### src/rtl/tl_pkg.sv
// rtl/tl_pkg.sv - state encodings, lamp bit positions and lamp decode shared by traffic_light_fsm
package tl_pkg;

  typedef enum logic [2:0] {
    ST_ALLY  = 3'd0,
    ST_R1Y2  = 3'd1,
    ST_G1R2  = 3'd2,
    ST_Y1R2  = 3'd3,
    ST_R1G2  = 3'd4,
    ST_FLASH = 3'd5
  } tl_state_e;

  // Lamp vectors are {red,yellow,green}.
  localparam int LAMP_RED_BIT = 2;
  localparam int LAMP_YEL_BIT = 1;
  localparam int LAMP_GRN_BIT = 0;

  localparam logic [2:0] LAMP_RED = 3'(1 << LAMP_RED_BIT);
  localparam logic [2:0] LAMP_YEL = 3'(1 << LAMP_YEL_BIT);
  localparam logic [2:0] LAMP_GRN = 3'(1 << LAMP_GRN_BIT);
  localparam logic [2:0] LAMP_OFF = 3'b000;

  // Returns {light1, light2} for a state; flash_on selects the lit half of night flash.
  function automatic logic [5:0] lamps_for(input tl_state_e s, input logic flash_on);
    case (s)
      ST_ALLY:  lamps_for = {LAMP_YEL, LAMP_YEL};
      ST_R1Y2:  lamps_for = {LAMP_RED, LAMP_YEL};
      ST_G1R2:  lamps_for = {LAMP_GRN, LAMP_RED};
      ST_Y1R2:  lamps_for = {LAMP_YEL, LAMP_RED};
      ST_R1G2:  lamps_for = {LAMP_RED, LAMP_GRN};
      ST_FLASH: lamps_for = flash_on ? {LAMP_YEL, LAMP_YEL} : {LAMP_OFF, LAMP_OFF};
      default:  lamps_for = {LAMP_YEL, LAMP_YEL};
    endcase
  endfunction

endpackage

### src/rtl/traffic_light_fsm_if.sv
// rtl/traffic_light_fsm_if.sv - control inputs and lamp/status outputs of traffic_light_fsm
interface traffic_light_fsm_if #(
  parameter int CNT_W = 12
);

  logic             tick;
  logic             night;
  logic [1:0]       ped_req;
  logic [2:0]       light1;
  logic [2:0]       light2;
  logic [2:0]       phase;
  logic [CNT_W-1:0] remain;
  logic [1:0]       ped_pend;

  modport master (
    output tick, night, ped_req,
    input  light1, light2, phase, remain, ped_pend
  );

  modport slave (
    input  tick, night, ped_req,
    output light1, light2, phase, remain, ped_pend
  );

endinterface

### src/rtl/traffic_light_fsm_ped.sv
// rtl/traffic_light_fsm_ped.sv - pedestrian request latch; clear wins over a same-edge request
module traffic_light_fsm_ped (
  input  logic       clk,
  input  logic       ret,
  input  logic [1:0] req,
  input  logic       ignore,
  input  logic [1:0] clr,
  output logic [1:0] pend
);

  logic [1:0] pend_d;
  logic [1:0] pend_q;

  always_comb begin
    pend_d = (pend_q | (ignore ? 2'b00 : req)) & ~clr;
  end

  always_ff @(posedge clk or posedge ret) begin
    if (ret) begin
      pend_q <= 2'b00;
    end else begin
      pend_q <= pend_d;
    end
  end

  assign pend = pend_q;

endmodule

### src/rtl/traffic_light_fsm.sv
// rtl/traffic_light_fsm.sv - two-direction traffic light controller with pedestrian
// early-exit and night flash mode; all phase timing advances on tick.
module traffic_light_fsm
  import tl_pkg::*;
#(
  parameter int CNT_W   = 12,
  parameter int T_ALLY  = 250,
  parameter int T_Y     = 250,
  parameter int T_G1    = 2500,
  parameter int T_G2    = 2250,
  parameter int T_MIN   = 500,
  parameter int T_FLASH = 50
) (
  input logic               clk,
  input logic               ret,
  traffic_light_fsm_if.slave bus
);

  function automatic bit t_ok(input int t);
    return (t >= 1) && (longint'(t) < (longint'(1) << CNT_W));
  endfunction

  localparam bit PARAMS_OK = (CNT_W >= 1) && (CNT_W <= 32) &&
                             t_ok(T_ALLY) && t_ok(T_Y) && t_ok(T_G1) && t_ok(T_G2) &&
                             t_ok(T_MIN) && t_ok(T_FLASH) &&
                             (T_MIN <= T_G1) && (T_MIN <= T_G2);

  if (!PARAMS_OK) begin : g_param_check
    $error("traffic_light_fsm: timing parameters out of range");
  end

  localparam logic [CNT_W-1:0] ALLY_M1  = CNT_W'(T_ALLY - 1);
  localparam logic [CNT_W-1:0] Y_M1     = CNT_W'(T_Y - 1);
  localparam logic [CNT_W-1:0] G1_M1    = CNT_W'(T_G1 - 1);
  localparam logic [CNT_W-1:0] G2_M1    = CNT_W'(T_G2 - 1);
  localparam logic [CNT_W-1:0] MIN_M1   = CNT_W'(T_MIN - 1);
  localparam logic [CNT_W-1:0] FLASH_M1 = CNT_W'(T_FLASH - 1);

  // Count value on which the current state's last tick falls.
  function automatic logic [CNT_W-1:0] last_tick(input tl_state_e s);
    case (s)
      ST_ALLY:  last_tick = ALLY_M1;
      ST_R1Y2:  last_tick = Y_M1;
      ST_G1R2:  last_tick = G1_M1;
      ST_Y1R2:  last_tick = Y_M1;
      ST_R1G2:  last_tick = G2_M1;
      ST_FLASH: last_tick = FLASH_M1;
      default:  last_tick = ALLY_M1;
    endcase
  endfunction

  tl_state_e        state_q, state_d;
  logic [CNT_W-1:0] count_q, count_d;
  logic             flash_q, flash_d;
  logic [2:0]       light1_q, light1_d;
  logic [2:0]       light2_q, light2_d;
  logic [CNT_W-1:0] remain_q, remain_d;

  tl_state_e        nxt;
  logic             force_exit;
  logic             legal;
  logic [1:0]       ped_clr;
  logic             ped_ignore;
  logic [1:0]       ped_pend;

  assign ped_ignore = (state_q == ST_FLASH);

  traffic_light_fsm_ped u_ped (
    .clk    (clk),
    .ret    (ret),
    .req    (bus.ped_req),
    .ignore (ped_ignore),
    .clr    (ped_clr),
    .pend   (ped_pend)
  );

  always_comb begin
    state_d    = state_q;
    count_d    = count_q;
    flash_d    = flash_q;
    ped_clr    = 2'b00;
    nxt        = state_q;
    force_exit = 1'b0;
    legal      = 1'b1;

    case (state_q)
      ST_ALLY:  nxt = ST_R1Y2;
      ST_R1Y2:  nxt = ST_G1R2;
      ST_G1R2: begin
        nxt        = ST_Y1R2;
        force_exit = ped_pend[0] && (count_q >= MIN_M1);
      end
      ST_Y1R2:  nxt = ST_R1G2;
      ST_R1G2: begin
        nxt        = ST_R1Y2;
        force_exit = ped_pend[1] && (count_q >= MIN_M1);
      end
      ST_FLASH: nxt = ST_FLASH;
      default:  legal = 1'b0;
    endcase

    if (!legal) begin
      state_d = ST_ALLY;
      count_d = '0;
      flash_d = 1'b1;
      ped_clr = 2'b11;
    end else if (bus.tick) begin
      if (state_q == ST_FLASH) begin
        if (!bus.night) begin
          state_d = ST_ALLY;
          count_d = '0;
        end else if (count_q == FLASH_M1) begin
          count_d = '0;
          flash_d = ~flash_q;
        end else begin
          count_d = count_q + CNT_W'(1);
        end
      end else if (bus.night) begin
        // Night overrides both expiry and any pending pedestrian exit.
        state_d = ST_FLASH;
        count_d = '0;
        flash_d = 1'b1;
        ped_clr = 2'b11;
      end else if ((count_q == last_tick(state_q)) || force_exit) begin
        state_d = nxt;
        count_d = '0;
        ped_clr = {state_q == ST_R1G2, state_q == ST_G1R2};
      end else begin
        count_d = count_q + CNT_W'(1);
      end
    end

    {light1_d, light2_d} = lamps_for(state_d, flash_d);
    remain_d = (state_d == ST_FLASH) ? '0 : (last_tick(state_d) - count_d);
  end

  always_ff @(posedge clk or posedge ret) begin
    if (ret) begin
      state_q  <= ST_ALLY;
      count_q  <= '0;
      flash_q  <= 1'b1;
      light1_q <= LAMP_YEL;
      light2_q <= LAMP_YEL;
      remain_q <= ALLY_M1;
    end else begin
      state_q  <= state_d;
      count_q  <= count_d;
      flash_q  <= flash_d;
      light1_q <= light1_d;
      light2_q <= light2_d;
      remain_q <= remain_d;
    end
  end

  assign bus.light1   = light1_q;
  assign bus.light2   = light2_q;
  assign bus.phase    = state_q;
  assign bus.remain   = remain_q;
  assign bus.ped_pend = ped_pend;

endmodule

### src/flat_wrapper.sv
// flat-port wrapper written by rule: the top's interface ports become plain ports
module traffic_light_fsm_flat import tl_pkg::*;
#(
  parameter int CNT_W   = 12,
  parameter int T_ALLY  = 250,
  parameter int T_Y     = 250,
  parameter int T_G1    = 2500,
  parameter int T_G2    = 2250,
  parameter int T_MIN   = 500,
  parameter int T_FLASH = 50
)
  (clk, ret, bus_tick, bus_night, bus_ped_req, bus_light1, bus_light2, bus_phase, bus_remain, bus_ped_pend);
  traffic_light_fsm_if #(.CNT_W(CNT_W)) bus_i ();
  input logic clk;
  input logic ret;
  input wire logic [$bits(bus_i.tick)-1:0] bus_tick;
  input wire logic [$bits(bus_i.night)-1:0] bus_night;
  input wire logic [$bits(bus_i.ped_req)-1:0] bus_ped_req;
  output wire logic [$bits(bus_i.light1)-1:0] bus_light1;
  output wire logic [$bits(bus_i.light2)-1:0] bus_light2;
  output wire logic [$bits(bus_i.phase)-1:0] bus_phase;
  output wire logic [$bits(bus_i.remain)-1:0] bus_remain;
  output wire logic [$bits(bus_i.ped_pend)-1:0] bus_ped_pend;
  assign bus_i.tick = bus_tick;
  assign bus_i.night = bus_night;
  assign bus_i.ped_req = bus_ped_req;
  assign bus_light1 = bus_i.light1;
  assign bus_light2 = bus_i.light2;
  assign bus_phase = bus_i.phase;
  assign bus_remain = bus_i.remain;
  assign bus_ped_pend = bus_i.ped_pend;
  traffic_light_fsm #(.CNT_W(CNT_W), .T_ALLY(T_ALLY), .T_Y(T_Y), .T_G1(T_G1), .T_G2(T_G2), .T_MIN(T_MIN), .T_FLASH(T_FLASH)) u_core (.clk(clk), .ret(ret), .bus(bus_i));
endmodule
### config.mk
export PLATFORM = sky130hd
export DESIGN_NAME = traffic_light_fsm_flat
export DESIGN_NICKNAME = d
export VERILOG_FILES = /design/src/rtl/tl_pkg.sv /design/src/rtl/traffic_light_fsm_if.sv /design/src/rtl/traffic_light_fsm_ped.sv /design/src/rtl/traffic_light_fsm.sv /design/src/flat_wrapper.sv
export SDC_FILE = /design/constraint.sdc
export NUM_CORES = 1
export LEC_CHECK = 0
export CORE_UTILIZATION = 45
export DETAILED_ROUTE_END_ITERATION = 8
export GPL_TIMING_DRIVEN = 0
export MAX_ROUTING_LAYER = met4
export PLACE_DENSITY = 0.67
export SYNTH_ARGS = -nofsm -noshare
export SYNTH_HDL_FRONTEND = slang
export SYNTH_SLANG_ARGS = --single-unit
export TNS_END_PERCENT = 10
### constraint.sdc
create_clock -name clk -period 5 [get_ports clk]
set_input_delay 0.5 -clock clk [delete_from_list [all_inputs] [get_ports clk]]
set_output_delay 0.5 -clock clk [all_outputs]
set_load 0.005 [all_outputs]
==> results.md <==
| Metric | Value | Unit |
|:---|:---|:---|
| Outcome | completed | - |
| Startpoint Class | register | - |
| Area share of the leading cell type in the synthesized netlist | 0.2909 | - |
| Aggregate global routing overflow | 0 | - |
| Critical R2R Capture | u_core.bus.remain[10] | - |
| Number of hold-slack violations in the final timing report | 0 | - |
| Per-instance average area after synthesis | 8.830 | um^2 |
| Unrepaired setup endpoints after global routing | no | - |
| Io pins | 29 | - |
| Share of the cycle needed by the critical path after routing | 0.8913 | - |
| Die span in x | 73.84 | um |
| Vert. Die Dim | 73.84 | um |
| Relative slew margins | 0.5273 | - |
| Global routing usage summed across all routing layers | 0.2254 | - |
| Detailed-route vias per instance | 5.474 | - |
| Share of post-route cells with drive strength above 1 | 0.1400 | - |
| TritonRoute pass-1 iters | 4 | - |
| Worst path required time | 5.17 | ns |
| Number of setup violations in the final report | 0 | - |
| Vias after detailed routing | 2009 | - |
| Leak Pwr | 1.197 | nW |
| Clock root buffer master | sky130_fd_sc_hd__clkbuf_8 | - |
| Maximum buffer depth of the clock tree | 2 | - |
| Area added between synthesis and finish | 21.82 | % |
| Post-synth net total | 279 | - |
| Leading cell type by number of instances after synthesis | sky130_fd_sc_hd__nor2_1 | - |
| Number of post-CTS setup repair buffers | 0 | - |
| Net count of the finished layout | 315 | - |
| Largest driver fanout on the critical path | 10 | - |
| WS Path Type | reg2reg | - |
| Actual slew at the worst max-slew pin | 0.7083 | ns |
| # clock sinks | 36 | - |
| Most frequent cells after synthesis | 29 x sky130_fd_sc_hd__nor2_1, 27 x sky130_fd_sc_hd__dfrtp_1, 22 x sky130_fd_sc_hd__nand2_1 | - |
| Total routed wirelength | 5294 | um |
| Worst-case vdd ir drop | 278.5 | uV |
| Number of fill cells in the layout | 478 | - |
| Number of distinct standard cells referenced by the synthesized netlist | 57 | - |
| First-pass GRT wire length | 8997 | um |
| Worst hold path class | in2async | - |
| Count of antenna diodes in the layout | 0 | - |
| Final estimated routing congestion in global placement | 0.9026 | - |
| CTS hold repair buffers | 0 | - |
| R2r worst-path depth | 16 | - |
| Maximum operating frequency | 0.2244 | GHz |
| Initial antenna violation count | 0 | - |
| CTS tree | built | - |
| Detailed router's first-iteration violation count | 164 | - |
| Top cell type by total area after synthesis | sky130_fd_sc_hd__dfrtp_1 | - |
| Clock latency at the later pin of the worst-skew pair | 0.29 | ns |
| H-tree level count | 2 | - |
| Total of buffers placed on input and output ports | 28 | - |
| Rows | 25 | - |
| Clock transition at path regs | 0.08 | ns |
| Crit Reg-Reg Startpoint | u_core.bus.phase[2] | - |
| Flops & latches, synth | 36 | - |
| Sequential-to-total area share from yosys stat | 0.3928 | - |
| Mapped cell area | 2322 | um^2 |
| Max capacitance violation total | 0 | - |
| Count of warnings emitted by yosys | 0 | - |
| R2r setup slk | 0.54 | ns |
| Area of the placeable core | 4848 | um^2 |
| Cells after Synth | 263 | - |
| Final slew viol count | 0 | - |
| Post-DRT Antenna Nets | 0 | - |
| TritonCTS buffer count | 5 | - |
| Max Clock Skew | 0.006940 | ns |
| Largest cells by area after synthesis | sky130_fd_sc_hd__dfrtp_1 29%, sky130_fd_sc_hd__dfstp_2 10%, sky130_fd_sc_hd__ha_1 5.4% | - |
| Data arrival, critical path | 4.63 | ns |
| Post-DP HPWL | 4014 | um |
| Largest net degree at the start of global routing | 21 | - |
| DRC Markers | 0 | - |
| Post-DR wirelength/cell | 14.43 | um |
| Power density normalized to cell area | 392.6 | nW/um^2 |
| Element type at the critical path end | register | - |
| Final critical path time including I/O delays and setup | 4.457 | ns |
| Dominant synthesized flop cell | sky130_fd_sc_hd__dfrtp_1 | - |
| Vias in the first global route | 1895 | - |
| Die Area | 5452 | um^2 |
| Post-cts resize count | 0 | - |
| Proportion of synthesized flip-flops having asynchronous set or reset | 1.000 | - |
| Setup total negative slack | 0 | ns |
| Power after layout | 0.001111 | W |
| Starting density of the core | 0.4790 | - |
| Number of synthesized flops with an enable pin | 0 | - |
==> worst max path at each step <==
stage	start	end	slack [ns]	cells past startpoint
floorplan	u_core.bus.phase[2]	u_core.bus.remain[10]	1.03	16
global placement	bus_tick	u_core.bus.remain[10]	0.43	15
detailed placement	bus_tick	u_core.bus.remain[10]	0.39	15
CTS	u_core.bus.phase[2]	u_core.bus.remain[10]	0.57	16
global route	u_core.bus.phase[2]	u_core.bus.remain[10]	0.19	16
finish	u_core.bus.phase[2]	u_core.bus.remain[10]	0.54	16
==> layout make-up <==
| cell class | instances | area, um^2 | area share |
|---|---|---|---|
| Sequential cell | 36 | 912.1 | 0.3224 |
| Multi-Input combinational cell | 193 | 1276 | 0.4511 |
| Clock inverter | 3 | 46.29 | 0.01636 |
| Inverter | 22 | 82.58 | 0.02919 |
| Clock buffer | 5 | 68.82 | 0.02433 |
| Timing Repair Buffer | 29 | 307.8 | 0.1088 |
| Buffer | 12 | 51.30 | 0.01813 |
| Tap cell | 67 | 83.83 | 0.02963 |
==> metal layers <==
layer  vias to the layer above  global-route usage  wire, um
li1                       1001                   -         -
met2                        39              0.3609      2426
met3                         7             0.03704       143
met1                       962              0.2997      2663
met4                         0             0.05128        61
met5                         -                   -         0
==> per-stage QoR <==
step	hold slack, ns	instances	utilization	worst slack (ns)	instance area (um^2)
after floorplan	0.5531	263	-	1.026	2322
after global placement	0.6016	358	0.5541	0.4274	2686
after detailed placement	0.6176	359	0.5597	0.3900	2714
after CTS	0.6264	367	0.5835	0.5673	2829
after global routing	0.6634	367	0.5835	0.1900	2829
final	0.6194	367	0.5835	0.5434	2829
==> cells in the final DEF (no fill, tap or decap), drive strengths merged, types with 2 or more instances in the layout <==
cell / count
o32a: 2
buf: 6
o21bai: 2
a211o: 2
clkdlybuf4s50: 28
and3: 7
xnor2: 4
nor3: 8
mux2i: 5
nand2b: 5
nand2: 22
nand3b: 4
inv: 23
ha: 10
dfrtp: 27
nor2: 30
clkbuf: 12
or3: 2
or3b: 5
mux2: 2
o21a: 2
a31oi: 2
a311o: 2
and2: 7
o21ai: 10
dfstp: 9
nand3: 5
nand4: 2
nor3b: 3
or4: 2
a21oi: 19
a311oi: 3
or2: 4
a211oi: 4
xor2: 5
==> registers in the layout, summed over array words and instances, names as in the netlist <==
register / count
u_core.bus.remain: 12
u_core.count_q: 12
u_core.bus.phase: 3
u_core.u_ped.pend: 2
u_core.bus.light1: 3
u_core.bus.light2: 3
u_core.flash_q: 1
==> critical path, cell delays in order (launching register included) <==
cell and delay, ns:
sky130_fd_sc_hd__dfrtp_1 0.44, sky130_fd_sc_hd__buf_2 0.21, sky130_fd_sc_hd__nor3b_1 0.24, sky130_fd_sc_hd__mux2i_1 0.25, sky130_fd_sc_hd__o2111ai_1 0.27, sky130_fd_sc_hd__and2_1 0.27, sky130_fd_sc_hd__a211o_1 0.33, sky130_fd_sc_hd__nor2_2 0.21
sky130_fd_sc_hd__buf_2 0.26, sky130_fd_sc_hd__nor2_1 0.07, sky130_fd_sc_hd__ha_1 0.32, sky130_fd_sc_hd__o211a_1 0.14, sky130_fd_sc_hd__o311a_1 0.31, sky130_fd_sc_hd__a311oi_1 0.43, sky130_fd_sc_hd__nor3b_2 0.11, sky130_fd_sc_hd__o21ai_1 0.17
sky130_fd_sc_hd__mux2_4 0.32
==> where the power goes <==
| group | switching (W) | total, W | leakage (nW) | internal (W) |
|---|---|---|---|---|
| Combinational | 0.000212 | 0.000441 | 0.694 | 0.000229 |
| Clock | 0.000118 | 0.000268 | 0.0548 | 0.000150 |
| Sequential | 0.0000292 | 0.000401 | 0.449 | 0.000372 |
| Total | 0.000359 | 0.00111 | 1.20 | 0.000752 |
==> cells by family after synthesis <==
| group | share of synthesized area |
|---|---|
| simple gates | 0.2473 |
| flops | 0.3928 |
| fa+ha+maj | 0.05388 |
| buf+inv | 0.05765 |
| mux | 0.03287 |
| compound gates | 0.1816 |
| xor+xnor | 0.03394 |
No activity file was read; power rests on OpenSTA's default activity.
